==> src/rtl/wb_pkg.sv <==
// Shared Wishbone widths, arbiter state encoding and a small sizing helper.
package wb_pkg;

    localparam int unsigned WB_ADR_W = 32;
    localparam int unsigned WB_DAT_W = 32;
    localparam int unsigned WB_SEL_W = 4;

    typedef enum logic [0:0] {
        ARB_IDLE,
        ARB_BUSY
    } arb_state_e;

    // Width of an index/counter able to hold values 0..n-1, never narrower than 1 bit.
    function automatic int unsigned idx_width(input int unsigned n);
        return (n > 1) ? $clog2(n) : 1;
    endfunction

endpackage

==> src/rtl/rr_priority_pick.sv <==
// Combinational round-robin pick: first set request scanning prio, prio+1, ... modulo NUM_REQ.
module rr_priority_pick
    import wb_pkg::*;
#(
    parameter int unsigned NUM_REQ = 2,
    parameter int unsigned IDX_W   = idx_width(NUM_REQ)
) (
    input  logic [NUM_REQ-1:0] req_i,
    input  logic [IDX_W-1:0]   prio_i,
    output logic               valid_o,
    output logic [IDX_W-1:0]   idx_o
);

    logic [IDX_W-1:0] cand;

    assign valid_o = |req_i;

    // Scan from the lowest priority position upwards so the highest-priority hit is kept last.
    always_comb begin
        idx_o = '0;
        cand  = '0;
        for (int i = NUM_REQ - 1; i >= 0; i--) begin
            cand = IDX_W'((32'(prio_i) + 32'(i)) % NUM_REQ);
            if (req_i[cand]) begin
                idx_o = cand;
            end
        end
    end

endmodule

==> src/rtl/wb_arbiter.sv <==
// Round-robin Wishbone classic arbiter with per-cyc grant hold and an unanswered-strobe watchdog.
module wb_arbiter
    import wb_pkg::*;
#(
    parameter int unsigned NUM_MASTERS    = 2,
    parameter int unsigned TIMEOUT_CYCLES = 16
) (
    input  logic                            clk_i,
    input  logic                            rst_i,
    input  logic [NUM_MASTERS-1:0]          m_cyc_i,
    input  logic [NUM_MASTERS-1:0]          m_stb_i,
    input  logic [NUM_MASTERS-1:0]          m_we_i,
    input  logic [WB_ADR_W*NUM_MASTERS-1:0] m_adr_i,
    input  logic [WB_SEL_W*NUM_MASTERS-1:0] m_sel_i,
    input  logic [WB_DAT_W*NUM_MASTERS-1:0] m_dat_i,
    output logic [WB_DAT_W*NUM_MASTERS-1:0] m_dat_o,
    output logic [NUM_MASTERS-1:0]          m_ack_o,
    output logic [NUM_MASTERS-1:0]          m_err_o,
    output logic [NUM_MASTERS-1:0]          m_rty_o,
    output logic                            s_cyc_o,
    output logic                            s_stb_o,
    output logic                            s_we_o,
    output logic [WB_ADR_W-1:0]             s_adr_o,
    output logic [WB_SEL_W-1:0]             s_sel_o,
    output logic [WB_DAT_W-1:0]             s_dat_o,
    input  logic [WB_DAT_W-1:0]             s_dat_i,
    input  logic                            s_ack_i,
    input  logic                            s_err_i,
    input  logic                            s_rty_i,
    output logic [NUM_MASTERS-1:0]          grant_o
);

    localparam int unsigned IDX_W = idx_width(NUM_MASTERS);
    localparam int unsigned WDT_W = idx_width(TIMEOUT_CYCLES);
    localparam logic [WDT_W-1:0] WDT_LAST = WDT_W'(TIMEOUT_CYCLES - 1);
    localparam logic [IDX_W-1:0] IDX_LAST = IDX_W'(NUM_MASTERS - 1);
    localparam logic             WDT_EN   = (TIMEOUT_CYCLES != 0);

    arb_state_e       state_q, state_d;
    logic [IDX_W-1:0] gnt_q, gnt_d;
    logic [IDX_W-1:0] prio_q, prio_d;
    logic [WDT_W-1:0] wdt_q, wdt_d;

    logic             pick_valid;
    logic [IDX_W-1:0] pick_idx;
    logic             busy;
    logic             slv_resp;
    logic             wdt_fire;
    logic [IDX_W-1:0] prio_after_gnt;

    rr_priority_pick #(
        .NUM_REQ (NUM_MASTERS),
        .IDX_W   (IDX_W)
    ) u_pick (
        .req_i   (m_cyc_i),
        .prio_i  (prio_q),
        .valid_o (pick_valid),
        .idx_o   (pick_idx)
    );

    assign busy           = (state_q == ARB_BUSY);
    assign slv_resp       = s_ack_i | s_err_i | s_rty_i;
    // A real slave response in the firing cycle takes precedence over the watchdog.
    assign wdt_fire       = WDT_EN & s_stb_o & ~slv_resp & (wdt_q == WDT_LAST);
    assign prio_after_gnt = (gnt_q == IDX_LAST) ? '0 : gnt_q + 1'b1;

    // Forward the granted master's request to the slave; everything stays 0 while idle.
    always_comb begin
        s_cyc_o = 1'b0;
        s_stb_o = 1'b0;
        s_we_o  = 1'b0;
        s_adr_o = '0;
        s_sel_o = '0;
        s_dat_o = '0;
        grant_o = '0;
        if (busy) begin
            s_cyc_o        = m_cyc_i[gnt_q];
            // stb is masked by cyc so dropping cyc releases the slave in the same cycle.
            s_stb_o        = m_cyc_i[gnt_q] & m_stb_i[gnt_q];
            s_we_o         = m_we_i[gnt_q];
            s_adr_o        = m_adr_i[WB_ADR_W*gnt_q +: WB_ADR_W];
            s_sel_o        = m_sel_i[WB_SEL_W*gnt_q +: WB_SEL_W];
            s_dat_o        = m_dat_i[WB_DAT_W*gnt_q +: WB_DAT_W];
            grant_o[gnt_q] = 1'b1;
        end
    end

    // Route slave responses to the granted master only; responses without a live stb are dropped.
    always_comb begin
        m_dat_o = '0;
        m_ack_o = '0;
        m_err_o = '0;
        m_rty_o = '0;
        if (busy) begin
            m_dat_o[WB_DAT_W*gnt_q +: WB_DAT_W] = s_dat_i;
            m_ack_o[gnt_q] = s_stb_o & s_ack_i;
            m_err_o[gnt_q] = s_stb_o & (s_err_i | wdt_fire);
            m_rty_o[gnt_q] = s_stb_o & s_rty_i;
        end
    end

    // Next-state: arbitrate when idle, hold grant until cyc drops, run the watchdog while busy.
    always_comb begin
        state_d = state_q;
        gnt_d   = gnt_q;
        prio_d  = prio_q;
        wdt_d   = '0;
        unique case (state_q)
            ARB_IDLE: begin
                if (pick_valid) begin
                    state_d = ARB_BUSY;
                    gnt_d   = pick_idx;
                end
            end
            ARB_BUSY: begin
                if (!m_cyc_i[gnt_q]) begin
                    state_d = ARB_IDLE;
                    prio_d  = prio_after_gnt;
                end else if (WDT_EN && s_stb_o && !slv_resp && !wdt_fire) begin
                    wdt_d = wdt_q + 1'b1;
                end
            end
            default: begin
                state_d = ARB_IDLE;
            end
        endcase
    end

    // State registers with synchronous reset.
    always_ff @(posedge clk_i) begin
        if (rst_i) begin
            state_q <= ARB_IDLE;
            gnt_q   <= '0;
            prio_q  <= '0;
            wdt_q   <= '0;
        end else begin
            state_q <= state_d;
            gnt_q   <= gnt_d;
            prio_q  <= prio_d;
            wdt_q   <= wdt_d;
        end
    end

endmodule

==> config.mk <==
export PLATFORM = sky130hd
export DESIGN_NAME = wb_arbiter
export DESIGN_NICKNAME = d
export VERILOG_FILES = /design/src/rtl/wb_pkg.sv /design/src/rtl/rr_priority_pick.sv /design/src/rtl/wb_arbiter.sv
export SDC_FILE = /design/constraint.sdc
export NUM_CORES = 1
export LEC_CHECK = 0
export CAP_MARGIN = 25
export CORE_AREA = 3 3 123 125
export CTS_CLUSTER_SIZE = 20
export DETAILED_ROUTE_END_ITERATION = 16
export DIE_AREA = 0 0 126 128
export GPL_TIMING_DRIVEN = 0
export PLACE_DENSITY = 0.61
export RECOVER_POWER = 25
export SYNTH_ARGS = -nofsm -noshare
export SYNTH_HDL_FRONTEND = slang
export SYNTH_SLANG_ARGS = --single-unit
==> constraint.sdc <==
create_clock -name clk_i -period 1.3 [get_ports clk_i]
set_input_delay 0.13 -clock clk_i [delete_from_list [all_inputs] [get_ports clk_i]]
set_output_delay 0.13 -clock clk_i [all_outputs]
set_load 0.03 [all_outputs]
== Word-level counts from Yosys, hierarchy flattened ==
Cells that the tools add are included.
Storage, ports and cells
  flip-flop bits (word level): 7
  output and inout port bits: 143
  input port bits: 179
Operators by class
  magnitude comparators: 4
  add/subtract/negate cells: 4
  shifts and indexed selects: 5
  bitwise logic cells: 17
  equal/unequal tests: 1
  muxes and demuxes: 29
  reduce and logical (&&, ||, !) cells: 9
Operators by type and width (number)
  variable part select 64 x 7 -> 32 bit: 2
  bitwise AND 64 bit: 1
  2-to-1 mux 32 bit: 2
  2-to-1 mux 64 bit: 1
  variable shift 32 x 34 -> 64 bit (first input constant): 1
  variable part select 32 x 34 -> 64 bit: 1
  negation 6 -> 34 bit: 1
  2-to-1 mux 1 bit: 19
  2-to-1 mux 2 bit: 4
  variable part select 8 x 4 -> 4 bit: 1
  bitwise AND 1 bit: 6
  bitwise AND 2 bit: 3
  < comparator 1 x 2 -> 1 bit (second input constant): 3
  adder 4 x 1 -> 4 bit (second input constant): 1
  equality test 4 bit (second input constant): 1
  2-to-1 mux 4 bit: 1
  inverter 1 bit: 4
  AND reduction 2 bit: 2
  OR reduction 4 bit: 1
  logical AND 1 bit: 3
  bitwise OR 1 bit: 3
  adder 1 bit (second input constant): 2
  zero test 1 bit: 2
  one-hot mux 1 bit (2 select lines): 1
  3 further kinds: 3

== Logic depth before layout (Yosys ltp) ==
  depth after elaboration: 10
  gate-level depth with buffers: 5

== Modules after synthesis ==
From an unflattened synthesis, not the netlist that was laid out.
Second synthesis, totals
  cell total of the unflattened synthesis: 276
  area, all modules: 1899.3 um2
By module, submodules not included
  wb_arbiter: seq. area each 140.1 um2, instances 1, cells an instance 273, area each 1881.8 um2
  rr_priority_pick: seq. area each 0.0 um2, instances 1, cells an instance 3, area each 17.5 um2

== Least setup slack after synthesis ==
OpenSTA, ideal clock, no wires.
  path type: reg2out
  start point: register gnt_q
  end point: output m_dat_o[23]
  path slack: -265 ps
  arrival: 1435 ps
  cell stages (with the launch flop): 5
  required time: 1170 ps
  cells stage by stage: dfxtp_1 buf_2 nor2_1 clkbuf_1 and2_1
Between the ends
  word-level cells in the longest chain between the ends: 4
Ends and longest elaborated chain
  start: declaration: RTL line wb_arbiter.sv:40  | logic [IDX_W-1:0] gnt_q, gnt_d;
  start signal: assignment: RTL line wb_arbiter.sv:138  | gnt_q <= gnt_d;
  negation 6 -> 34 bit (*): RTL line wb_arbiter.sv:95  | m_dat_o[WB_DAT_W*gnt_q +: WB_DAT_W] = s_dat_i;
  variable part select 32 x 34 -> 64 bit / variable shift 32 x 34 -> 64 bit (equally long branches): RTL line wb_arbiter.sv:95
  bitwise AND 64 bit (no line) (*)
  2-to-1 mux 64 bit (*): RTL line wb_arbiter.sv:94  | if (busy) begin
  end: declaration: RTL line wb_arbiter.sv:16  | output logic [WB_DAT_W*NUM_MASTERS-1:0] m_dat_o,
Mark *: on every way between the ends. The rest lies on a longest branch, timed or not.

== Worst setup path after layout ==
  start point: register gnt_q
  end point: output s_dat_o[5]
Between the ends
  word-level cells in the longest chain between the ends: 2
Ends and longest elaborated chain
  variable part select 64 x 7 -> 32 bit: RTL line wb_arbiter.sv:83  | s_dat_o = m_dat_i[WB_DAT_W*gnt_q +: WB_DAT_W];
  2-to-1 mux 32 bit: RTL line wb_arbiter.sv:76  | if (busy) begin
  end: declaration: RTL line wb_arbiter.sv:25  | output logic [WB_DAT_W-1:0] s_dat_o,
Every way passes these cells.

==> flow_summary.ini <==
[grt]
antenna_found_initial = 0
grt_pass1_wl_um = 18750
overflow = 0
grt.total_usage_pct = 14.47
grt_start_max_net_pins = 11
grt_pass1_vias = 3342

[worst_setup_path]
cp_num_buf_inv = 3
cp_cell_sequence = buf_12, buf_8, mux2i_4, nor2_2, clkdlybuf4s15_2
worst_path_max_delay_cell = dfxtp_2
critPathCaptureType = output port
crit_required_ns = 1.17
cp_top_family = buffers and inverters
crit_path_max_fanout = 11
start_kind = flop
slowest_delay_ns = 0.33
worst-setup-path-type = reg -> out
critPathArrivalTime_ns = 1.48

[run_status]
status = finished, violations left
failed_checks = negative setup slack

[placed_design]
port_buffers = 321
place_congestion = 0.8906
place_inst = 774
placed_area_um2 = 5454
hpwl_um = 10620

[yosys]
synth_ff_type = dfxtp_1
ys_seq_area_share_pct = 7.629
synth_edf_count = 0
avgSynthCellArea_um2 = 6.728
synth_cell_types = 27
ys_async_sr_fraction_pct = 0
ys_ff_latch = 7
syn_nets = 453
synth-warning-count = 0
synth_cells = 273
synth_area_um2 = 1837

[cells_and_area]
finalNonFillerCells = 792
fin_util_pct = 44.11
n_antenna_cell = 0
nets = 793
drive_gt1_share_pct = 54.74
area_growth_pct = 235.9
fin_area_um2 = 6170

[timing]
fin_crit_ns = 1.610
finalHoldViolCount = 0
relSlewSlack_pct = 79.52
setup_tns_ns = -32.49
fmaxAchievable_mhz = 621.1
worst_pin_slew_ns = 0.3072
fin_worst_skew_ns = 0.001925
rsz0062_at_grt = yes
fin_ws_ns = -0.3100
final_max_slew_viol_count = 0
final-setup-viol-count = 147
finalCritPeriodShare_pct = 123.8

[die]
coreArea_um2 = 13990
rows = 43
dieHeight_um = 128
dieWidth_um = 126
start_util_pct = 13.13
die_area_um2 = 16130
boundaryPins = 322

[route]
avgViaCountPerCell = 4.063
wirelength_um = 13110
drc = 0
wl_per_cell_um = 16.56
ant_nets = 0
drt_iter0_markers = 82
num_vias = 3218
first_pass_iters = 4

[cts]
cts_sinks = 7
clk_pin_slew_ns = 0.04
max-clock-path-buffers = 2
htree_levels = 1
cts_tree = done
cts_inserted_buffers = 3
postCtsHoldBufs = 0
clock_latency_ns = 0.23
cts-root-buf = clkbuf_16

[power_and_ir_drop]
p_leak_nw = 2.617
power_density_nw_per_um2 = 530.2
ir_drop_uv = 212.0
power.total_mw = 3.271

[run]
cap_violations = 0

[min_path]
hold_path.class = in -> reg
## sequential cells by signal, summed over array words and instances, names as in the netlist
name / flops
busy: 1
wdt_q: 4
prio_q: 1
gnt_q: 1
## cell type report
class	count	area [um2]
Fill cell	1400	7819
Timing Repair Buffer	335	3313
Multi-Input combinational cell	236	2073
Buffer	26	309.0
Tap cell	180	225.2
Sequential cell	7	150.1
Clock buffer	4	78.83
Inverter	4	20.02
## worst min-delay path: cells and delay by family
kind | cells | cell delay [ns]
simple gates | 1 | 0.13
buf+inv | 1 | 0.19
compound gates | 1 | 0.05
## cell families (layout without fill, tap and decap cells)
group	count (synthesis)	count (layout)	synth area share, %
AND/OR/NAND/NOR	152	152	41.35
multiplexers	70	70	38.15
XOR/XNOR	1	1	0.4769
flip-flops	7	7	7.629
AO/OA/AOI/OAI	12	12	4.632
adder cells (fa/ha/maj)	1	1	0.6811
buffers and inverters	30	369	7.084
## power breakdown
part	leakage [nW]	internal [mW]	switching, mW	total (mW)
Combinational	2.52	1.33	1.19	2.52
Sequential	0.0593	0.224	0.00950	0.233
Clock	0.0382	0.407	0.111	0.519
Total	2.62	1.96	1.31	3.27
## routing by layer
layer / routed length, um / part of all wire [%] / track usage (%) / up-vias
li1: - / - / - / 1607
met1: 4873 / 37 / 16.21 / 1430
met2: 7028 / 54 / 27.42 / 164
met3: 1028 / 7.8 / 3.875 / 17
met4: 183 / 1.4 / 2.965 / 0
met5: 0 / 0 / 0 / -
## layout by cell type (no fill, tap or decap), types with 3 or more instances in the layout
cell,instances
buf_8,8
and2_1,3
clkdlybuf4s15_2,26
buf_4,24
and3_1,30
and2_2,5
and3_4,3
clkbuf_4,5
nor2_2,68
dfxtp_1,3
mux2i_1,34
buf_12,5
clkdlybuf4s50_1,176
nor2_1,10
buf_2,29
mux2i_4,8
inv_1,3
buf_6,76
clkbuf_2,6
mux2i_2,28
clkbuf_16,5
and2_4,25
## per-stage QoR
stage	hold WS (ns)	setup WS, ns
finish	0.3184	-0.3100
detailed placement	0.4919	-0.9025
global route	0.4013	-0.3649
global placement	0.4692	-0.8668
floorplan	0.1991	-0.1132
CTS	0.3963	-0.3277
## what timing repair did
action / 4_1_cts / 5_1_grt
pin swaps: 4 / 9
gates cloned: 2 / 2
buffers inserted: 3 / 7
resized for setup: 808 / 181
setup endpoints to repair: 148 / 147
## worst paths after layout
kind                            depth (start not counted)  slack [ns]          to        from
worst max-delay path                                    5       -0.31  s_dat_o[5]       gnt_q
worst min-delay path                                    3        0.32        busy  m_cyc_i[0]
worst max register to register                          5       -0.18    wdt_q[3]       gnt_q
worst min register to register                          1        0.46    wdt_q[0]    wdt_q[0]
## Yosys cell counts, types with 2 or more instances
library cell | number | area, um2
buf_2 | 8 | 40.04
inv_1 | 3 | 11.26
a21o_1 | 2 | 15.01
o21ai_0 | 2 | 10.01
nor2_1 | 79 | 296.5
buf_4 | 2 | 15.01
dfxtp_1 | 7 | 140.1
clkbuf_1 | 16 | 60.06
and3_1 | 33 | 206.5
a31oi_1 | 2 | 12.51
mux2i_1 | 70 | 700.7
a21oi_1 | 2 | 10.01
and2_1 | 33 | 206.5
No activity file was read; power rests on OpenSTA's default activity.
